<file path="src/rtl/one_bit_adder_pkg.sv">
// -----------------------------------------------------------------------------
// one_bit_adder_pkg
//
// Shared types and helpers for the one-bit full adder and its benches.
//   ADD_RES_W : width of a full-adder result, {carry, sum}
//   add_res_t : packed {carry, sum} result
//   fa_ref()  : arithmetic reference model of a full adder. It uses an
//               integer add on purpose, so it is independent of the
//               gate-level cell it is compared against.
// -----------------------------------------------------------------------------
package one_bit_adder_pkg;

  localparam int ADD_RES_W = 2;

  typedef struct packed {
    logic carry;
    logic sum;
  } add_res_t;

  function automatic add_res_t fa_ref(input logic a, input logic b, input logic c);
    logic [ADD_RES_W-1:0] total;
    total = {1'b0, a} + {1'b0, b} + {1'b0, c};
    return add_res_t'(total);
  endfunction

endpackage : one_bit_adder_pkg

</file>
<file path="src/rtl/one_bit_adder_fa_cell.sv">
// -----------------------------------------------------------------------------
// fa_cell
//
// Pure combinational gate-level full adder. This is the leaf cell of a
// ripple-carry chain.
//   a, b : operand bits
//   c    : carry-in
//   sum  : a ^ b ^ c
//   cout : majority(a, b, c)
// -----------------------------------------------------------------------------
module fa_cell (
  input  logic a,
  input  logic b,
  input  logic c,
  output logic sum,
  output logic cout
);

  logic prop;  // carry propagate: a carry-in passes straight through
  logic gen;   // carry generate: a carry-out regardless of the carry-in

  assign prop = a ^ b;
  assign gen  = a & b;

  assign sum  = prop ^ c;
  assign cout = gen | (prop & c);

endmodule : fa_cell

</file>
<file path="src/rtl/one_bit_adder.sv">
// -----------------------------------------------------------------------------
// one_bit_adder
//
// Single-bit full adder with a combinational path, a registered output
// stage and a carry-feedback register. The feedback register supports
// bit-serial multi-bit addition, least significant bit first.
//
// Ports
//   clk        : rising-edge clock for all registers
//   rst_n      : asynchronous active-low reset; clears all registers
//   a, b       : operand bits
//   cin        : external carry-in, used when serial_en=0 or start=1
//   in_valid   : qualifies the inputs for the output and carry registers
//   serial_en  : 1 = carry-in comes from the internal carry register
//   start      : first bit of a serial word; forces the external cin
//   sum, cout  : combinational result; reset does not affect it
//   sum_q      : registered sum
//   cout_q     : registered carry-out
//   out_valid  : registered result valid
//   chk_err    : sticky self-check error (only with ONE_BIT_ADDER_CHECK_EN)
//
// Build option
//   ONE_BIT_ADDER_CHECK_EN : when defined, adds the chk_err port. On every
//   in_valid cycle the gate-level result is compared against fa_ref(), and a
//   simulation assertion fires on any mismatch.
// -----------------------------------------------------------------------------
module one_bit_adder
  import one_bit_adder_pkg::*;
(
  input  logic clk,
  input  logic rst_n,
  input  logic cin,
  input  logic a,
  input  logic b,
  output logic cout,
  output logic sum,
  input  logic in_valid,
  input  logic serial_en,
  input  logic start,
  output logic sum_q,
  output logic cout_q,
  output logic out_valid
`ifdef ONE_BIT_ADDER_CHECK_EN
  ,
  output logic chk_err
`endif
);

  logic     carry_q;
  logic     c_eff;
  add_res_t res_gate;
  add_res_t res_q;
  logic     valid_q;

  // ---------------------------------------------------------------------------
  // Carry select. A serial word continues from the stored carry. The first
  // bit of the word (start=1) and all non-serial use take the external cin.
  // ---------------------------------------------------------------------------
  // NOTE: every always_comb output gets a default first, so that no path
  // leaves the output unassigned and infers a latch.
  always_comb begin
    c_eff = cin;
    if (serial_en && !start) begin
      c_eff = carry_q;
    end
  end

  fa_cell u_fa_cell (
    .a    (a),
    .b    (b),
    .c    (c_eff),
    .sum  (res_gate.sum),
    .cout (res_gate.carry)
  );

  assign sum  = res_gate.sum;
  assign cout = res_gate.carry;

  // ---------------------------------------------------------------------------
  // Output stage and carry register. Both hold through in_valid=0 bubbles, so
  // a serial stream may have gaps. The carry updates on every valid cycle,
  // whatever serial_en is, so it always holds the most recent carry-out.
  // ---------------------------------------------------------------------------
  // NOTE: sequential state uses non-blocking assignments. Every register here
  // is a flop with a defined reset value; none of them is a memory.
  always_ff @(posedge clk or negedge rst_n) begin
    if (!rst_n) begin
      res_q   <= '0;
      valid_q <= 1'b0;
      carry_q <= 1'b0;
    end else begin
      valid_q <= in_valid;
      if (in_valid) begin
        res_q   <= res_gate;
        carry_q <= res_gate.carry;
      end
    end
  end

  assign sum_q     = res_q.sum;
  assign cout_q    = res_q.carry;
  assign out_valid = valid_q;

`ifdef ONE_BIT_ADDER_CHECK_EN
  // ---------------------------------------------------------------------------
  // Self-check. The arithmetic reference uses the same effective carry, so
  // only a fault in the gate-level cell or its wiring can cause a mismatch.
  // Once set, the error stays set until reset.
  // ---------------------------------------------------------------------------
  add_res_t res_ref;
  logic     mismatch;

  assign res_ref  = fa_ref(a, b, c_eff);
  assign mismatch = in_valid && (res_gate != res_ref);

  always_ff @(posedge clk or negedge rst_n) begin
    if (!rst_n) begin
      chk_err <= 1'b0;
    end else if (mismatch) begin
      chk_err <= 1'b1;
    end
  end

  a_gate_matches_ref : assert property (
    @(posedge clk) disable iff (!rst_n) in_valid |-> (res_gate == res_ref)
  );
`endif

endmodule : one_bit_adder

</file>
<file path="config.mk">
export PLATFORM = sky130hd
export DESIGN_NAME = one_bit_adder
export DESIGN_NICKNAME = d
export VERILOG_FILES = /design/src/rtl/one_bit_adder_pkg.sv /design/src/rtl/one_bit_adder_fa_cell.sv /design/src/rtl/one_bit_adder.sv
export SDC_FILE = /design/constraint.sdc
export NUM_CORES = 1
export LEC_CHECK = 0
export BUFFER_PORTS_ARGS = -buffer_cell sky130_fd_sc_hd__buf_4
export CAP_MARGIN = 15
export CORE_AREA = 2 2 39 41
export CTS_CLUSTER_DIAMETER = 50
export DETAILED_ROUTE_END_ITERATION = 10
export DIE_AREA = 0 0 41 43
export PLACE_DENSITY = 0.44
export SLEW_MARGIN = 20
export SYNTH_ARGS = -nofsm -noshare
export SYNTH_HDL_FRONTEND = slang
export SYNTH_HIERARCHICAL = 1
export SYNTH_SLANG_ARGS = --single-unit
</file>
<file path="constraint.sdc">
create_clock -name clk -period 1.5 [get_ports clk]
set_input_delay 0.3 -clock clk [delete_from_list [all_inputs] [get_ports clk]]
set_output_delay 0.3 -clock clk [all_outputs]
set_load 0.005 [all_outputs]
</file>
==> reports/results.tsv <==
metric	value	unit
worstHoldPathCells	1	
synth-simple-area-share	4.50	%
arrival	1.51	ns
htreeDepth	1	
outcome	finished with violations	
worst_path_largest_cell_delay	0.51	ns
grt_pass1_wl	621	um
start_util	10.0	%
finalHoldViolations	0	
wl	434	um
crit_path_start	cout_q	
overflow	0	
synth.avg_cell_area	17.4	um2
yosysTopAreaCellShare	54.1	%
synthMuxAreaShare	27.0	%
ys_seq_area_share	54.1	%
synthXorXnorAreaFrac	0	%
syn_to_final_growth	122	%
first_pass_iters	2	
drc	0	
clock_skew	0.000912	ns
vdd_drop_max	166	uV
hold_ws	0.194	ns
ios	13	
nets	37	
synth_adder_area_share	14.4	%
netlist-cell-type-count	5	
grt_pass1_vias	161	
ctsLongestPathBuffers	2	
synth_fp_nets	17	
cts.sinks	3	
hold_path_startpoint	in_valid	
worst_path_max_delay_cell	fa_1	
cp_num_cells	3	
worstSetupStartpointType	flop	
p_clk_share	42.6	%
synth_area_leaders	dfrtp_1 (54%), mux2_2 (16%), fa_1 (14%)	
drtAntennaViolNets	0	
path_buf_inv	1	
antenna_found_initial	0	
swShare	23.4	%
max_freq	552	MHz
tightest_slew	0.0924	ns
slew_viol_final	0	
ys_ff_latch	3	
cts_tree	yes	
max_cap_violations	0	
pwr-share-comb	27.9	%
grt_max_degree	4	
clkTransAtPathRegs	0.04	ns
final_cell_area	308	um2
first_iter_violations	1	
synth_cells	8	
crit_fanout	2	
switching_power	0.0000793	W
cellLeakagePower	0.154	nW
layout_common_cells	buf_4 (14), clkbuf_4 (3), dfrtp_1 (3)	
r2r-start	cout_q	
final_common_cell	buf_4	
die_h	43	um
die_area	0.00176	mm2
antennaDiodeCount	0	
period_needed	1.81	ns
wire_per_inst	10.1	um
drive_gt1_share	77.8	%
core	0.00138	mm2
maxSlewHeadroom	93.8	%
criticalPathCategory	flop to primary output	
cts_buffers	3	
setup_viol	3	
synth_compound_area_share	0	%
yosysWarnings	6	
violations	setup timing	
via_per_inst	3.42	
synthesis.area	139	um2
crit_chain	mux2_4, fa_1, buf_4	
seqPwrFrac	29.5	%
reg2reg_depth	4	
powerDensity	1100	mW/mm2
cp.required	1.20	ns
synth_top_family_by_area	multiplexers	
insertion_delay	0.23	ns
cts-root-buf	clkbuf_4	
end_kind	primary output	
gp_congestion	0.557	
place_ws	-0.248	ns
yosys.area.top_type	dfrtp_1	
rsz0062_at_grt	yes	
placed_area	264	um2
grtUsageTotal	6.53	%
p_int	0.000260	W
die_w	41	um
finalCritPeriodShare	121	%
fin_ws	-0.312	ns
io_buffer_count	12	
worstHoldPathType	input pin to flop	
cp_top_family	adder cells	
num_vias	147	
rows	14	
logic make-up (layout without fill, tap and decap cells):
| family | count (synthesis) | after routing |
|---|---|---|
| muxes | 3 | 3 |
| adders and majority gates | 1 | 1 |
| buffers and inverters | 0 | 19 |
| and+or+nand+nor | 1 | 1 |
| DFF | 3 | 3 |
per-layer routing:
| layer | wire length, um | vias up | global-route usage (%) |
|---|---|---|---|
| li1 | - | 65 | - |
| met3 | 109 | 4 | 6.81 |
| met1 | 166 | 63 | 5.81 |
| met2 | 131 | 15 | 5.94 |
| met5 | 0 | - | 0 |
| met4 | 27 | 0 | 10.0 |
flip-flops by register name, summed over array words and instances (netlist names):
| name | flops |
|---|---|
| cout_q | 1 |
| sum_q | 1 |
| out_valid | 1 |
power groups by stage:
stage	Combinational (W)	Clock, W	Sequential, W
detailed placement	0.0000866	0	0.000101
global placement	0.0000855	0	0.0000996
finish	0.0000945	0.000145	0.000100
CTS	0.0000890	0.000150	0.000100
floorplan	0.0000266	0	0.000102
global route	0.000104	0.000158	0.000101
synthesized netlist by cell type:
| cell | instances |
|---|---|
| mux2_4 | 1 |
| dfrtp_1 | 3 |
| fa_1 | 1 |
| nand2b_1 | 1 |
| mux2_2 | 2 |
through the flow:
| stage | util (%) | power, W | setup TNS [ns] | std cells |
|---|---|---|---|---|
| finish | 22.2 | 0.000339 | -0.662 | 43 |
| global route | 22.2 | 0.000363 | -0.789 | 43 |
| CTS | 21.7 | 0.000339 | -0.568 | 42 |
| detailed placement | 19.1 | 0.000188 | -0.720 | 37 |
| global placement | 19.1 | 0.000185 | -0.685 | 37 |
| floorplan | - | 0.000128 | -0.0745 | 8 |
timing repair:
item / 4_1_cts / 5_1_grt
setup buffers: 0 / 1
endpoints found under the setup margin: 3 / 3
hold buffers: 1 / 0
hold endpoints to repair: 3 / 0
resized for setup: 0 / 0
cloned: 0 / 0
cell type report:
type                       count  area, um2
fill                         149       1080
clock buffer                   4       26.3
timing repair buffer          15        115
tap                           16       20.0
multi-input combinational      5       71.3
sequential                     3       75.1
final timing paths:
path                                  end  slack (ns)
worst max-delay path                  sum       -0.31
min in group asynchronous       out_valid        0.39
worst min register to register      sum_q        0.51
worst min-delay path            out_valid        0.19
max in group asynchronous          cout_q        1.02
worst max register to register      sum_q       -0.12
(Power assumes the default switching activity.)
